<file path="config.mk">
export PLATFORM = sky130hd
export DESIGN_NAME = prv_trap_ctrl
export DESIGN_NICKNAME = d
export VERILOG_FILES = /design/src/rtl/prv_trap_ctrl.sv
export SDC_FILE = /design/constraint.sdc
export NUM_CORES = 1
export LEC_CHECK = 0
export ABC_AREA = 1
export BUFFER_PORTS_ARGS = -buffer_cell sky130_fd_sc_hd__clkbuf_2
export CAP_MARGIN = 5
export CORE_AREA = 2 2 157 159
export DETAILED_ROUTE_END_ITERATION = 10
export DIE_AREA = 0 0 159 161
export PLACE_DENSITY = 0.62
export SLEW_MARGIN = 20
export SYNTH_ARGS = -nofsm -noshare
export SYNTH_HDL_FRONTEND = slang
export SYNTH_SLANG_ARGS = --single-unit
</file>
<file path="constraint.sdc">
create_clock -name CLK -period 2.5 [get_ports CLK]
set_input_delay 0.25 -clock CLK [delete_from_list [all_inputs] [get_ports CLK]]
set_output_delay 0.25 -clock CLK [all_outputs]
set_load 0.005 [all_outputs]
</file>
<file path="src/rtl/prv_trap_ctrl.sv">
// prv_trap_ctrl
// -----------------------------------------------------------------------------
// Trap sequencer that sits between the pipeline hazard unit and the machine
// CSR file. It selects the highest-priority trap source, runs the flush
// handshake with the hazard unit, and produces a one-cycle redirect. The
// redirect target is either the trap vector (direct or vectored) or mepc for
// mret. It also owns mcause/mepc/mtval and the MIE/MPIE bits, and parks fetch
// while a wfi is outstanding.
//
// Ports
//   CLK, RST        clock, synchronous active-high reset
//   exc_valid       WB instruction retiring; qualifies exc_std/exc_ext/ret/wfi
//   exc_std[15:0]   standard exception flags, bit index = cause code
//   exc_ext         extension exception flags, cause code = 24 + index
//   exc_pc          PC of the WB instruction (saved to mepc on any trap)
//   exc_tval        faulting address / instruction (saved to mtval)
//   intr_pend       pending interrupts (mip), cause code = index
//   intr_en         interrupt enables (mie)
//   ret, wfi        mret / wfi retiring
//   pipe_clear      hazard unit reports the pipeline is drained
//   xtvec           trap vector base, [1:0] = mode (01 = vectored)
//   intr            flush request, high for the whole FLUSH phase
//   insert_pc       one-cycle redirect strobe, priv_pc valid with it
//   priv_pc         redirect target
//   wfi_stall       hold fetch while sleeping
//   mcause/mepc/mtval, mstatus_mie/mstatus_mpie   CSR state
// -----------------------------------------------------------------------------
module prv_trap_ctrl #(
  parameter int XLEN     = 32,
  parameter int NUM_EXT  = 4,
  parameter int NUM_INTR = 16
) (
  input  logic                CLK,
  input  logic                RST,
  input  logic                exc_valid,
  input  logic [15:0]         exc_std,
  input  logic [NUM_EXT-1:0]  exc_ext,
  input  logic [XLEN-1:0]     exc_pc,
  input  logic [XLEN-1:0]     exc_tval,
  input  logic [NUM_INTR-1:0] intr_pend,
  input  logic [NUM_INTR-1:0] intr_en,
  input  logic                ret,
  input  logic                wfi,
  input  logic                pipe_clear,
  input  logic [XLEN-1:0]     xtvec,
  output logic                intr,
  output logic                insert_pc,
  output logic [XLEN-1:0]     priv_pc,
  output logic                wfi_stall,
  output logic [XLEN-1:0]     mcause,
  output logic [XLEN-1:0]     mepc,
  output logic [XLEN-1:0]     mtval,
  output logic                mstatus_mie,
  output logic                mstatus_mpie
);

  // Cause code field: everything below the interrupt flag.
  localparam int CW   = XLEN - 1;
  // Interrupt vector padded so the fixed high-priority indices (up to 11)
  // can always be addressed, even for small NUM_INTR.
  localparam int IPAD = (NUM_INTR > 12) ? NUM_INTR : 12;

  // Standard exception order, highest priority in the top nibble.
  localparam logic [63:0] EXC_ORDER     = 64'h3C10_289B_46DF_57AE;
  // Preferred interrupts, lowest of the six in the bottom nibble:
  // 5,1,9,7,3,11 (so 11 is the highest).
  localparam logic [23:0] INTR_HI_ORDER = 24'hB3_7915;

  typedef enum logic [1:0] {
    S_IDLE,
    S_FLUSH,
    S_REDIRECT,
    S_SLEEP
  } state_t;

  state_t          state_q, state_d;
  logic            is_intr_q, is_intr_d;
  logic            is_ret_q, is_ret_d;
  logic [CW-1:0]   code_q, code_d;
  logic [XLEN-1:0] pc_q, pc_d;
  logic [XLEN-1:0] tval_q, tval_d;
  logic [XLEN-1:0] tvec_q, tvec_d;
  logic [XLEN-1:0] priv_pc_q, priv_pc_d;
  logic [XLEN-1:0] mcause_q, mcause_d;
  logic [XLEN-1:0] mepc_q, mepc_d;
  logic [XLEN-1:0] mtval_q, mtval_d;
  logic            mie_q, mie_d;
  logic            mpie_q, mpie_d;

  logic [NUM_INTR-1:0] intr_masked;
  logic [IPAD-1:0]     intr_pad;
  logic                intr_any;
  logic                exc_any;
  logic [CW-1:0]       intr_code;
  logic [CW-1:0]       exc_code;
  logic [3:0]          exc_pick;
  logic [3:0]          intr_pick;

  assign intr_masked = intr_pend & intr_en;
  assign intr_any    = |intr_masked;
  assign exc_any     = exc_valid & ((|exc_std) | (|exc_ext));

  // Priority encoders. Each loop walks from lowest to highest priority so
  // the last hit wins.
  always_comb begin
    intr_pad  = IPAD'(intr_masked);
    intr_code = '0;
    intr_pick = '0;
    // Remaining interrupts: descending index order.
    for (int i = 0; i < IPAD; i++) begin
      if (intr_pad[i]) intr_code = CW'(i);
    end
    // Preferred interrupts override the descending order.
    for (int k = 0; k < 6; k++) begin
      intr_pick = INTR_HI_ORDER[4*k +: 4];
      if (intr_pad[intr_pick]) intr_code = CW'(intr_pick);
    end

    exc_code = '0;
    exc_pick = '0;
    // Extension lines rank below every standard exception; ext[0] first.
    for (int i = NUM_EXT - 1; i >= 0; i--) begin
      if (exc_ext[i]) exc_code = CW'(24 + i);
    end
    for (int k = 15; k >= 0; k--) begin
      exc_pick = EXC_ORDER[63 - 4*k -: 4];
      if (exc_std[exc_pick]) exc_code = CW'(exc_pick);
    end
  end

  logic            take_intr;
  logic            take_exc;
  logic [XLEN-1:0] trap_target;

  always_comb begin
    state_d   = state_q;
    is_intr_d = is_intr_q;
    is_ret_d  = is_ret_q;
    code_d    = code_q;
    pc_d      = pc_q;
    tval_d    = tval_q;
    tvec_d    = tvec_q;
    priv_pc_d = priv_pc_q;
    mcause_d  = mcause_q;
    mepc_d    = mepc_q;
    mtval_d   = mtval_q;
    mie_d     = mie_q;
    mpie_d    = mpie_q;
    take_intr = 1'b0;
    take_exc  = 1'b0;

    // Reserved mode 1x falls through to direct; only interrupts vector.
    trap_target = {tvec_q[XLEN-1:2], 2'b00};
    if (is_intr_q && (tvec_q[1:0] == 2'b01)) begin
      trap_target = trap_target + {code_q[XLEN-3:0], 2'b00};
    end

    case (state_q)
      S_IDLE: begin
        if (intr_any && mie_q) begin
          take_intr = 1'b1;
        end else if (exc_any) begin
          take_exc = 1'b1;
        end else if (exc_valid && ret) begin
          is_ret_d  = 1'b1;
          is_intr_d = 1'b0;
          state_d   = S_FLUSH;
        end else if (exc_valid && wfi) begin
          state_d = S_SLEEP;
        end
      end
      S_SLEEP: begin
        // Wake on any enabled pending line; only trap if globally enabled.
        if (intr_any) begin
          if (mie_q) take_intr = 1'b1;
          else       state_d   = S_IDLE;
        end
      end
      S_FLUSH: begin
        if (pipe_clear) begin
          state_d   = S_REDIRECT;
          priv_pc_d = is_ret_q ? mepc_q : trap_target;
        end
      end
      S_REDIRECT: begin
        state_d = S_IDLE;
        if (is_ret_q) begin
          mie_d  = mpie_q;
          mpie_d = 1'b1;
        end else begin
          mcause_d = {is_intr_q, code_q};
          mepc_d   = pc_q;
          mtval_d  = is_intr_q ? '0 : tval_q;
          mpie_d   = mie_q;
          mie_d    = 1'b0;
        end
      end
      default: state_d = S_IDLE;
    endcase

    // Snapshot everything the redirect needs so later input changes during
    // FLUSH/REDIRECT cannot disturb the trap in flight.
    if (take_intr || take_exc) begin
      state_d   = S_FLUSH;
      is_ret_d  = 1'b0;
      is_intr_d = take_intr;
      code_d    = take_intr ? intr_code : exc_code;
      pc_d      = exc_pc;
      tval_d    = exc_tval;
      tvec_d    = xtvec;
    end
  end

  always_ff @(posedge CLK) begin
    if (RST) begin
      state_q   <= S_IDLE;
      is_intr_q <= 1'b0;
      is_ret_q  <= 1'b0;
      code_q    <= '0;
      pc_q      <= '0;
      tval_q    <= '0;
      tvec_q    <= '0;
      priv_pc_q <= '0;
      mcause_q  <= '0;
      mepc_q    <= '0;
      mtval_q   <= '0;
      mie_q     <= 1'b0;
      mpie_q    <= 1'b1;
    end else begin
      state_q   <= state_d;
      is_intr_q <= is_intr_d;
      is_ret_q  <= is_ret_d;
      code_q    <= code_d;
      pc_q      <= pc_d;
      tval_q    <= tval_d;
      tvec_q    <= tvec_d;
      priv_pc_q <= priv_pc_d;
      mcause_q  <= mcause_d;
      mepc_q    <= mepc_d;
      mtval_q   <= mtval_d;
      mie_q     <= mie_d;
      mpie_q    <= mpie_d;
    end
  end

  assign intr         = (state_q == S_FLUSH);
  assign insert_pc    = (state_q == S_REDIRECT);
  assign wfi_stall    = (state_q == S_SLEEP);
  assign priv_pc      = priv_pc_q;
  assign mcause       = mcause_q;
  assign mepc         = mepc_q;
  assign mtval        = mtval_q;
  assign mstatus_mie  = mie_q;
  assign mstatus_mpie = mpie_q;

endmodule
</file>
Yosys cells after proc, flatten, opt, wreduce, memory -nomap -nowiden --
Index checks and enable logic that the tools add are counted.
Storage, ports and cells: flip-flop bits (word level) 261, latch bits 0, bits in writable memories 0, bits in read-only memories 0, bits of input ports 154, output and inout port bits 133, logic and storage cells 119, memories 0
Operators by class: $add $sub $neg 1, $mul 0, divide/modulo/power cells 0, order comparisons 0, equal/unequal tests 18, shift-type cells 0, multiplexer cells 62, bitwise gates (word level) 6, reduce and logical (&&, ||, !) cells 18
Operators with widths (number):
- $mux 31 | 34
- $mux 32 | 3
- $add 32x32->32 | 1
- $reduce_or 16->1 | 2
- $and 16x16->16 | 1
- $mux 2 | 8
- $mux 1 | 14
- $reduce_and 6->1 | 2
- $ne 3x3->1 const B | 3
- $ne 2x2->1 const B | 4
- $pmux 2 s4 | 1
- $reduce_and 4->1 | 2
- $ne 2x1->1 const B | 3
- $ne 3x2->1 const B | 2
- $mux 5 | 1
- $eq 2x1->1 const B | 2
- $eq 2x2->1 const B | 2
- $logic_and 1x1->1 | 4
- $ne 4x4->1 const B | 1
- $reduce_and 2->1 | 2
- $reduce_bool 2->1 | 2
- $reduce_or 4->1 | 1
- $ne 3x1->1 const B | 1
- $not 1->1 | 3
- other kinds (6) | 6

Logic depth before layout (Yosys ltp) --
Gate-level depths: netlist (run 1).
word-level depth 21, mapped depth 14, gate-level depth less buffers 14

Least setup slack after synthesis (run 1) --
OpenSTA, ideal clock, no wires.
path type reg2reg, from reg code_q[0], to reg priv_pc_q[20] (netlist: priv_pc[20]), library setup time 0.132 ns, arrival 1.787 ns, required time 2.368 ns, path slack 0.581 ns, stages on the path, launching flop included 14, path buffers 0, period minus slack after synthesis 1.919 ns, path through dfxtp_1 > ha_1 > inv_1 > fa_1 > inv_1 > nand4_1 > nand2_1 > nand3_1 > nor2_1 > nand2_1 > nand2_1 > nand2_1 > nand2_1 > a21oi_1
Between the ends: longest elaborated chain between the ends 3
Ends and longest elaborated chain:
- start: declaration | RTL line 79 | logic [CW-1:0] code_q, code_d;
- start signal: assignment | RTL line 233 | code_q <= code_d;
- $add 32x32->32 | RTL line 155 | trap_target = trap_target + {code_q[XLEN-3:0], 2'b00};
- $mux 32 | RTL line 154 | if (is_intr_q && (tvec_q[1:0] == 2'b01)) begin
- $mux 32 | RTL line 182 | priv_pc_d = is_ret_q ? mepc_q : trap_target;
- end signal: assignment | RTL line 237 | priv_pc_q <= priv_pc_d;
- end: declaration | RTL line 83 | logic [XLEN-1:0] priv_pc_q, priv_pc_d;
No other way between the ends. A chain may end at the register's enable or synchronous reset.

Final worst setup path (run 1) --
from reg code_q[3], to reg priv_pc_q[25] (netlist: priv_pc[25])
Same word-level chain as after synthesis.

==> results of run 1 <==
[final timing paths]
| path | start | endpoint | slack, ps | cells after the start |
|---|---|---|---|---|
| worst max-delay path | code_q[3] | priv_pc[25] | 280 | 11 |
| worst max register to register | code_q[3] | priv_pc[25] | 280 | 11 |
| worst min-delay path | xtvec[2] | tvec_q[2] | 7 | 3 |
| worst min register to register | pc_q[31] | pc_q[31] | 440 | 2 |
[final cells by class]
cell class                      instances  share of cell area
Clock buffer                           34              0.0518
Clock inverter                          6             0.00671
Inverter                              100              0.0302
Multi-Input combinational cell        932               0.355
Sequential cell                       209               0.335
Tap cell                              324              0.0324
Timing Repair Buffer                  364               0.189
[cells in the final DEF (no fill, tap or decap), types with 2 or more instances in the layout]
master and count:
clkinv_2 3, nand4_1 11, xor2_1 3, clkbuf_1 8, clkbuf_2 259, bufinv_16 2, xnor2_1 2, nand3_2 3
conb_1 26, or2_2 2, a21oi_1 90, clkbuf_8 3, nor2_2 5, nand3b_1 3, dlygate4sd3_1 83, o21bai_1 2
nand2_1 285, dfxtp_1 209, o211ai_1 5, a22oi_1 31, nand2_2 18, buf_12 6, inv_1 96, nand3_1 137
nor2_1 150, clkbuf_16 23, nor3_1 13, buf_4 15, o21ai_0 82, ha_1 9, o21ai_1 40, inv_2 3
nand2_4 2, nor2_4 2
[worst max-delay path: stages, from the launching register on]
cell     delay (ps)
dfxtp_1         330
ha_1            380
nand2_1         110
nor2_1          150
nand2_1          70
nand3_1         190
nand3_1         170
nor2_1          340
nand3_1         120
nand3_1         110
nand2_1          60
a21oi_1         110
[stage by stage]
| stage | instances | power [µW] |
|---|---|---|
| floorplan | 1336 | 6930 |
| global placement | 1846 | 8190 |
| detailed placement | 1846 | 8230 |
| CTS | 1969 | 11700 |
| global route | 1969 | 12400 |
| finish | 1969 | 11600 |
[logic make-up after synthesis]
kind of cell / count (synthesis) / share of synthesized area
XOR/XNOR: 5 / 0.00466
adder cells (fa/ha/maj): 10 / 0.0141
other: 1 / 0.000399
AND/OR/NAND/NOR: 634 / 0.290
multiplexers: 1 / 0.00106
buffers and inverters: 195 / 0.0956
AO/OA/AOI/OAI: 256 / 0.149
flip-flops: 209 / 0.445
[registers in the layout (all words and copies together) (netlist names), 2 cells and up]
| signal | cells |
|---|---|
| mepc | 32 |
| pc_q | 32 |
| state_q | 2 |
| mtval | 32 |
| mcause | 6 |
| code_q | 5 |
| priv_pc | 32 |
| tval_q | 32 |
| tvec_q | 32 |
[timing repair]
item | CTS | global route
setup endpoints to repair | 0 | 5
hold endpoints to repair | 83 | 0
hold buffers | 83 | 0
gates resized for setup | 0 | 3
[metal layers]
metal / GRT usage / routed length [µm] / up-vias
li1: - / - / 4883
met1: 0.308 / 13800 / 4397
met2: 0.383 / 13500 / 316
met3: 0.0406 / 1900 / 41
met4: 0.0603 / 658 / 0
met5: 0 / 0 / -
[power groups by stage]
stage               clock network (µW)  registers [µW]  logic [µW]
floorplan                            0            4650        2280
global placement                     0            4790        3410
detailed placement                   0            4800        3430
CTS                               3400            4740        3550
global route                      3540            4850        4020
finish                            3330            4750        3540
==> metrics.txt, run 1 <==
antenna-violating nets left 0; max-slew violation count 0; Seq pwr share 0.409; Post CTS Setup Buffer Count 0; TritonCTS clock tree done; H-tree Lvls 1; gpl congestion roughly 0.92; final-report setup violation count 0; initial antenna violation count 0; die footprint roughly 0.026 mm²; io pins around 290; library cells used by synthesis 43; Yosys reg bits between 200 and 250; Worst EP required around 3000 ps; Post-Synthesis Cells 1311; HPWL Detailed approximately 20000 µm; CP Capture Type flip-flop; Vias 9637; max_cap viols 0; Overflow after GRT 0; final setup margin 280 ps; worst relative slew slack 0.632; Sink Count around 210; clock buffer depth 3; RSZ-0062 raised after global routing no; Fin. Hold Viols 0; antenna fix cells 0; DRT Wirelength a little under 30000 µm; Post-Syn Area per Cell 7.17 µm²; number of fill cells ~2400; run status complete, no violations; Int Pwr ~7400 µW; dpl ws between 200 and 250 ps; switch share 0.359; CP startpoint kind flip-flop; CP arrival ~2700 ps; DRC viols 0; Pwr Density ~930 mW/mm²; CTS Buf Count 23; fraction of registers with async set/reset 0; Vias/cell 4.89; area occupied by multi-input gates around 0.0044 mm²; die height 161 µm; worst hold slack between 6 and 7 ps; slew of the pin with the lowest slew margin between 500 and 600 ps; Final period util 0.888; Peak Freq around 0.45 GHz; I/O Buffers between 200 and 300; Worst Path Max Fanout 5; top-count cell post-synth nand2_1; VDD IR max roughly 0.51 mV; Worst-Skew Late Latency 510 ps; initial core utilization 0.392; Reg clk slew, reported paths ~60 ps; die width roughly 160 µm; number of synthesized flops with an enable pin 0; Post-Synthesis Cell Area around 0.0094 mm²; vias in the first global route between 9000 and 10000; top area cells in the synthesized netlist dfxtp_1, nand2_1, nand3_1, nor2_1, a21oi_1; Final Util 0.521; commonest cells in the synthesized netlist nand2_1, dfxtp_1, nor2_1; share of the synthesized area in the top cell type 0.445; Post-synth top flop dfxtp_1; Final nets ~1800; Cell Rows 57; drt wl/cell between 15 and 20 µm; GR Util All Layers 0.229; switching power 4170 µW; clock share of power 0.287; Max Clock Skew 9.28 ps; number of DRC markers in iteration 0 between 600 and 700; Comb pwr share 0.305; Warnings, synthesis 0; DR pass1 iterations 5; Cell Area, Placed roughly 0.011 mm²; first-pass GRT wire length a little under 50000 µm; CTS Root Cell clkbuf_16; leak pwr around 0.0058 µW; largest net degree at the start of global routing 67; fraction of layout cells with a size suffix above 1 0.214; Setup CP Type reg2reg; Synth area leader dfxtp_1; design area around 0.012 mm²; core box area around 0.024 mm²; worst hold path class in2reg; FF/Latch Area 0.00418 mm²; register area share after synthesis 0.445; setup TNS 0 ps; post-synthesis to final-layout area growth 32.9%; final worst path period need 2220 ps
(Power assumes the default switching activity.)
==> run 2, diff against run 1 <==
- RECOVER_POWER: not set -> 50
==> run 2 against run 1 <==
- sequential share of layout area grew 0.24 points
- utilization shrank 0.37 points
- via count shrank 0.25%
- cell count is the same
- register-to-register slack is essentially flat
- routed wire length grew 0.11%
- clock power is essentially flat
- sequential power is essentially flat
- critical path depth is the same
==> metrics.txt, run 2 (synthesized netlist as in run 1, its figures left out) <==
antenna fix cells 0 (unchanged); leak pwr 0.00559 µW (was 0.00582 µW); slowest CP cell ha_1 (unchanged); RSZ-0062 raised after global routing no (unchanged); vias in the first global route 9391 (unchanged); Hold Path Stages 3 (unchanged); GR Util All Layers 0.229 (unchanged); drt wl/cell 15.2 µm (was 15.1 µm); commonest non-fill, non-tap cell in the layout nand2_1 (unchanged); CTS Root Cell clkbuf_16 (unchanged); core box area 0.0240 mm² (unchanged); Overflow after GRT 0 (unchanged); io pins 287 (unchanged); max_cap viols 0 (unchanged); Setup CP Type reg2reg (unchanged); max-slew violation count 0 (unchanged); Power Total 11600 µW (about the same); Cell Rows 57 (unchanged); run status complete, no violations (unchanged); Final Util 0.518 (was 0.521); I/O Buffers 260 (unchanged); Cell Area, Placed 0.0109 mm² (unchanged); Reg clk slew, reported paths 60 ps (about the same); die height 161 µm (unchanged); Vias 9613 (was 9637); DRT Wirelength 29900 µm (was 29800 µm); Final nets 1794 (unchanged); number of DRC markers in iteration 0 688 (was 671); gpl congestion 0.923 (unchanged); Final period util 0.889 (was 0.888); Fin. Hold Viols 0 (unchanged); final worst path period need 2220 ps (about the same); Pwr Density 932 mW/mm² (was 930 mW/mm²); CP bufs+invs 0 (unchanged); first-pass GRT wire length 48600 µm (unchanged); Vias/cell 4.88 (was 4.89); fraction of layout cells with a size suffix above 1 0.173 (was 0.214); setup TNS 0 ps (unchanged); Sink Count 209 (unchanged); CP Depth 11 (unchanged); clock buffer depth 3 (unchanged); CP arrival 2660 ps (about the same); most frequent cells in the layout nand2_1, dfxtp_1, clkbuf_2 (was nand2_1, clkbuf_2, dfxtp_1); post-synthesis to final-layout area growth 32.0% (was 32.9%); VDD IR max 0.509 mV (was 0.511 mV); most used cell, CP nand3_1 (unchanged); TritonCTS clock tree done (unchanged); worst relative slew slack 0.306 (was 0.632); initial core utilization 0.392 (unchanged); DR pass1 iterations 7 (was 5); reg2reg path depth 11 (unchanged); critical path's top delay family simple AND/OR/NAND/NOR gates (unchanged); CP startpoint kind flip-flop (unchanged); Worst-Skew Late Latency 520 ps (was 510 ps); H-tree Lvls 1 (unchanged); initial antenna violation count 0 (unchanged); Worst EP required 2940 ps (about the same); final-report setup violation count 0 (unchanged); Worst Path Max Fanout 5 (unchanged); slew of the pin with the lowest slew margin 1040 ps (was 552 ps); antenna-violating nets left 0 (unchanged); largest net degree at the start of global routing 67 (unchanged); CTS Buf Count 23 (unchanged); die footprint 0.0256 mm² (unchanged); HPWL Detailed 20500 µm (unchanged); DRC viols 0 (unchanged); worst hold path class in2reg (unchanged); Peak Freq 0.450 GHz (about the same); Max Clock Skew 13.9 ps (was 9.28 ps); CP cell instances ha_1, nand2_1, nor2_1, nand2_1, nand3_1, nand3_1, nor2_1, nand3_1, nand3_1, nand2_1, a21oi_1 (unchanged); design area 0.0124 mm² (was 0.0125 mm²); CP Capture Type flip-flop (unchanged); die width 159 µm (unchanged); crit-path max cell delay 380 ps (about the same)
## run 2: changes by cell type in the layout (fill, tap and decap cells not counted)
| cell | before | now |
|---|---|---|
| inv_1 | 96 | 97 |
| inv_2 | 3 | 2 |
| clkbuf_1 | 8 | 72 |
| clkbuf_2 | 259 | 195 |
| nand2_2 | 18 | 16 |
| buf_1 | 0 | 1 |
| nand2_1 | 285 | 287 |
| buf_4 | 15 | 14 |
## run 2: final cells by class
cell class / instances / area [µm²]
sequential: 209 / 4180
fill: 2469 / 11600
multi-input combinational: 932 / 4430
inverter: 100 / 378
clock inverter: 6 / 83.8
timing repair buffer: 364 / 2280
clock buffer: 34 / 647
tap: 324 / 405
## run 2: timing repair
item                                    CTS  global route
setup buffers                             0             0
endpoints found under the setup margin    0             5
gates resized for setup                   0             3
hold buffers                             83             0
hold endpoints to repair                 83             0
## run 2: metrics by stage
step	std cells	hold slack, ps	worst slack [ps]
after floorplan	1336	385	581
after global placement	1846	430	257
after detailed placement	1846	433	210
after CTS	1969	3.25	191
after global routing	1969	12.2	15.6
final	1969	4.30	278
## run 2: routing by layer
| metal | track usage | up-vias | part of all wire |
|---|---|---|---|
| met3 | 0.0406 | 43 | 0.065 |
| met5 | 0 | - | 0 |
| li1 | - | 4879 | - |
| met4 | 0.0603 | 0 | 0.023 |
| met2 | 0.383 | 321 | 0.45 |
| met1 | 0.308 | 4370 | 0.46 |
## run 2: path summary, 6_finish.rpt
check                                from          end  slack [ps]
worst min register to register   pc_q[31]     pc_q[31]         440
worst max register to register  code_q[3]  priv_pc[25]         280
worst min-delay path             xtvec[2]    tvec_q[2]           4
worst max-delay path            code_q[3]  priv_pc[25]         280
## run 2: power breakdown
group          internal, µW  leakage, µW  total [µW]  switching (µW)
sequential             4150      0.00170        4750             599
clock                  1990     0.000359        3330            1340
combinational          1250      0.00353        3480            2230
## run 2: worst register-to-register path: stages (launching register included)
cell and delay (ps):
dfxtp_1 330, ha_1 380, nand2_1 110, nor2_1 150, nand2_1 70, nand3_1 190
nand3_1 170, nor2_1 340, nand3_1 130, nand3_1 110, nand2_1 60, a21oi_1 110
==> run 3, diff against run 2 <==
- CORE_AREA: 2 2 157 159 -> 2 2 119 208
- DIE_AREA: 0 0 159 161 -> 0 0 121 210
==> run 3 against run 2 <==
- global-route usage increased by 0.73 points
- non-clock buffer count is 21 lower
- clock skew barely moved
- die area is 0.74% lower
- clock-buffer cell count decreased by 5
- setup slack worse by 30 ps
- clock power shrank 2%
- hold slack worse by 1.8 ps
- first-iteration DRC count down 23%
- combinational power about the same
- cell count fell by 2.0%
- routed wire length up 3.3%
==> metrics.txt, run 3 (synthesized netlist as in run 1, its figures left out) <==
I/O Buffers 260 (unchanged); Vias/cell 4.99 (was 4.88); Overflow after GRT 0 (unchanged); CP Capture Type flip-flop (unchanged); Fin. Hold Viols 0 (unchanged); run status complete, no violations (unchanged); design area 0.0121 mm² (was 0.0124 mm²); setup TNS 0 ps (unchanged); Worst Path Max Fanout 7 (was 5); drt wl/cell 16.0 µm (was 15.2 µm); Vias 9626 (was 9613); CP Depth 12 (was 11); gpl congestion 0.916 (was 0.923); worst reg2reg path startpoint code_q[0] (was code_q[3]); first-pass GRT wire length 48100 µm (was 48600 µm); final worst path period need 2250 ps (was 2220 ps); DRT Wirelength 30900 µm (was 29900 µm); commonest non-fill, non-tap cell in the layout nand2_1 (unchanged); antenna-violating nets left 0 (unchanged); Worst EP required 2920 ps (was 2940 ps); Cell Area, Placed 0.0109 mm² (about the same); min-delay src xtvec[21] (was xtvec[2]); most frequent cells in the layout nand2_1, dfxtp_1, clkbuf_2 (unchanged); fraction of layout cells with a size suffix above 1 0.176 (was 0.173); clock buffer depth 3 (unchanged); VDD IR max 0.646 mV (was 0.509 mV); max-slew violation count 0 (unchanged); DR pass1 iterations 5 (was 7); vias in the first global route 9365 (was 9391); CP arrival 2680 ps (was 2660 ps); post-CTS sizing 0 (unchanged); Worst-Skew Late Latency 500 ps (was 520 ps); RSZ-0062 raised after global routing no (unchanged); Reg2Reg Setup Slack 250 ps (was 280 ps); worst relative slew slack 0.288 (was 0.306); number of DRC markers in iteration 0 531 (was 688); Final period util 0.901 (was 0.889); TritonCTS clock tree done (unchanged); Power Total 11500 µW (was 11600 µW); Setup CP Type reg2reg (unchanged); largest net degree at the start of global routing 58 (was 67); Worst R2R End priv_pc[20] (was priv_pc[25]); slowest CP cell fa_1 (was ha_1); dpl ws 294 ps (was 210 ps); post-synthesis to final-layout area growth 29.2% (was 32.0%); most used cell, CP nand2_1 (was nand3_1); die footprint 0.0254 mm² (was 0.0256 mm²); worst hold path class in2reg (unchanged); Final nets 1771 (was 1794); Worst Setup EP priv_pc[20] (was priv_pc[25]); crit path launch code_q[0] (was code_q[3]); Reg clk slew, reported paths 70 ps (was 60 ps); io pins 287 (unchanged); Sink Count 209 (unchanged); final-report setup violation count 0 (unchanged); slew of the pin with the lowest slew margin 1070 ps (was 1040 ps); critical path's top delay family simple AND/OR/NAND/NOR gates (unchanged); CP cell instances ha_1, inv_1, fa_1, inv_1, nand4_1, nand2_1, nand3_1, o21ai_0, nand2_1, nand2_1, nand2_1, a21oi_1 (was ha_1, nand2_1, nor2_1, nand2_1, nand3_1, nand3_1, nor2_1, nand3_1, nand3_1, nand2_1, a21oi_1); die height 210 µm (was 161 µm); die width 121 µm (was 159 µm); reg2reg path depth 12 (was 11); H-tree Lvls 1 (unchanged); Max Clock Skew 13.5 ps (was 13.9 ps); Cell Rows 75 (was 57); initial antenna violation count 0 (unchanged); Final Util 0.511 (was 0.518); Peak Freq 0.444 GHz (was 0.450 GHz); CTS Root Cell clkbuf_16 (unchanged); antenna fix cells 0 (unchanged); CTS Buf Count 21 (was 23); crit-path max cell delay 400 ps (was 380 ps); final setup margin 248 ps (was 278 ps); CP bufs+invs 2 (was 0); leak pwr 0.00551 µW (was 0.00559 µW); DRC viols 0 (unchanged); Pwr Density 948 mW/mm² (was 932 mW/mm²); max_cap viols 0 (unchanged); initial core utilization 0.396 (was 0.392); GR Util All Layers 0.237 (was 0.229); CP startpoint kind flip-flop (unchanged); HPWL Detailed 22300 µm (was 20500 µm); Hold Path Stages 3 (unchanged); core box area 0.0237 mm² (was 0.0240 mm²)
-- run 3: cell count changes in the layout (fill, tap and decap cells not counted), sizes merged --
| cell | previous run | this run |
|---|---|---|
| clkinv | 3 | 7 |
| clkbuf | 293 | 289 |
| dlygate4sd3 | 83 | 64 |
| inv | 101 | 99 |
| buf | 22 | 19 |
-- run 3: cell type report --
cell class              instances  area (µm²)
fillers                      2439       11600
multi-input cells             932        4410
flip-flops and latches        209        4180
repair buffers                343        2070
clock buffers                  29         606
well taps                     308         385
inverters                     100         378
clock inverters                 8         105
-- run 3: timing repair --
item                                    in CTS  in global routing
endpoints found under the hold margin       63                  1
hold buffers                                63                  1
endpoints found under the setup margin       0                  0
setup buffers                                0                  0
-- run 3: per-layer routing --
metal / part of all wire / GRT usage / vias to the layer above
met4: 0.045 / 0.0966 / 0
met3: 0.048 / 0.0290 / 80
met5: 0 / 0 / -
li1: - / - / 4841
met2: 0.54 / 0.456 / 304
met1: 0.37 / 0.254 / 4401
-- run 3: worst min path at each step --
stage	to
after global placement	pc_q[31]
after detailed placement	pc_q[31]
after CTS	tvec_q[16]
after floorplan	pc_q[25]
final	tvec_q[21]
after global routing	tval_q[14]
-- run 3: power breakdown --
part	total [µW]	internal, µW	leakage [µW]	switching, µW
clock	3260	1910	0.000353	1350
combinational	3500	1230	0.00345	2260
sequential	4760	4150	0.00170	611
-- run 3: tightest hold or removal path: stages --
cell	delay, ps
clkbuf_2	90
nand3_1	60
o21ai_1	60
-- run 3: metrics by stage --
stage | hold slack, ps | instances
2_1_floorplan | 385 | 1336
3_3_place_gp | 422 | 1828
3_5_place_dp | 432 | 1828
4_1_cts | 0.223 | 1928
5_1_grt | 2.61 | 1929
6_report | 2.50 | 1929
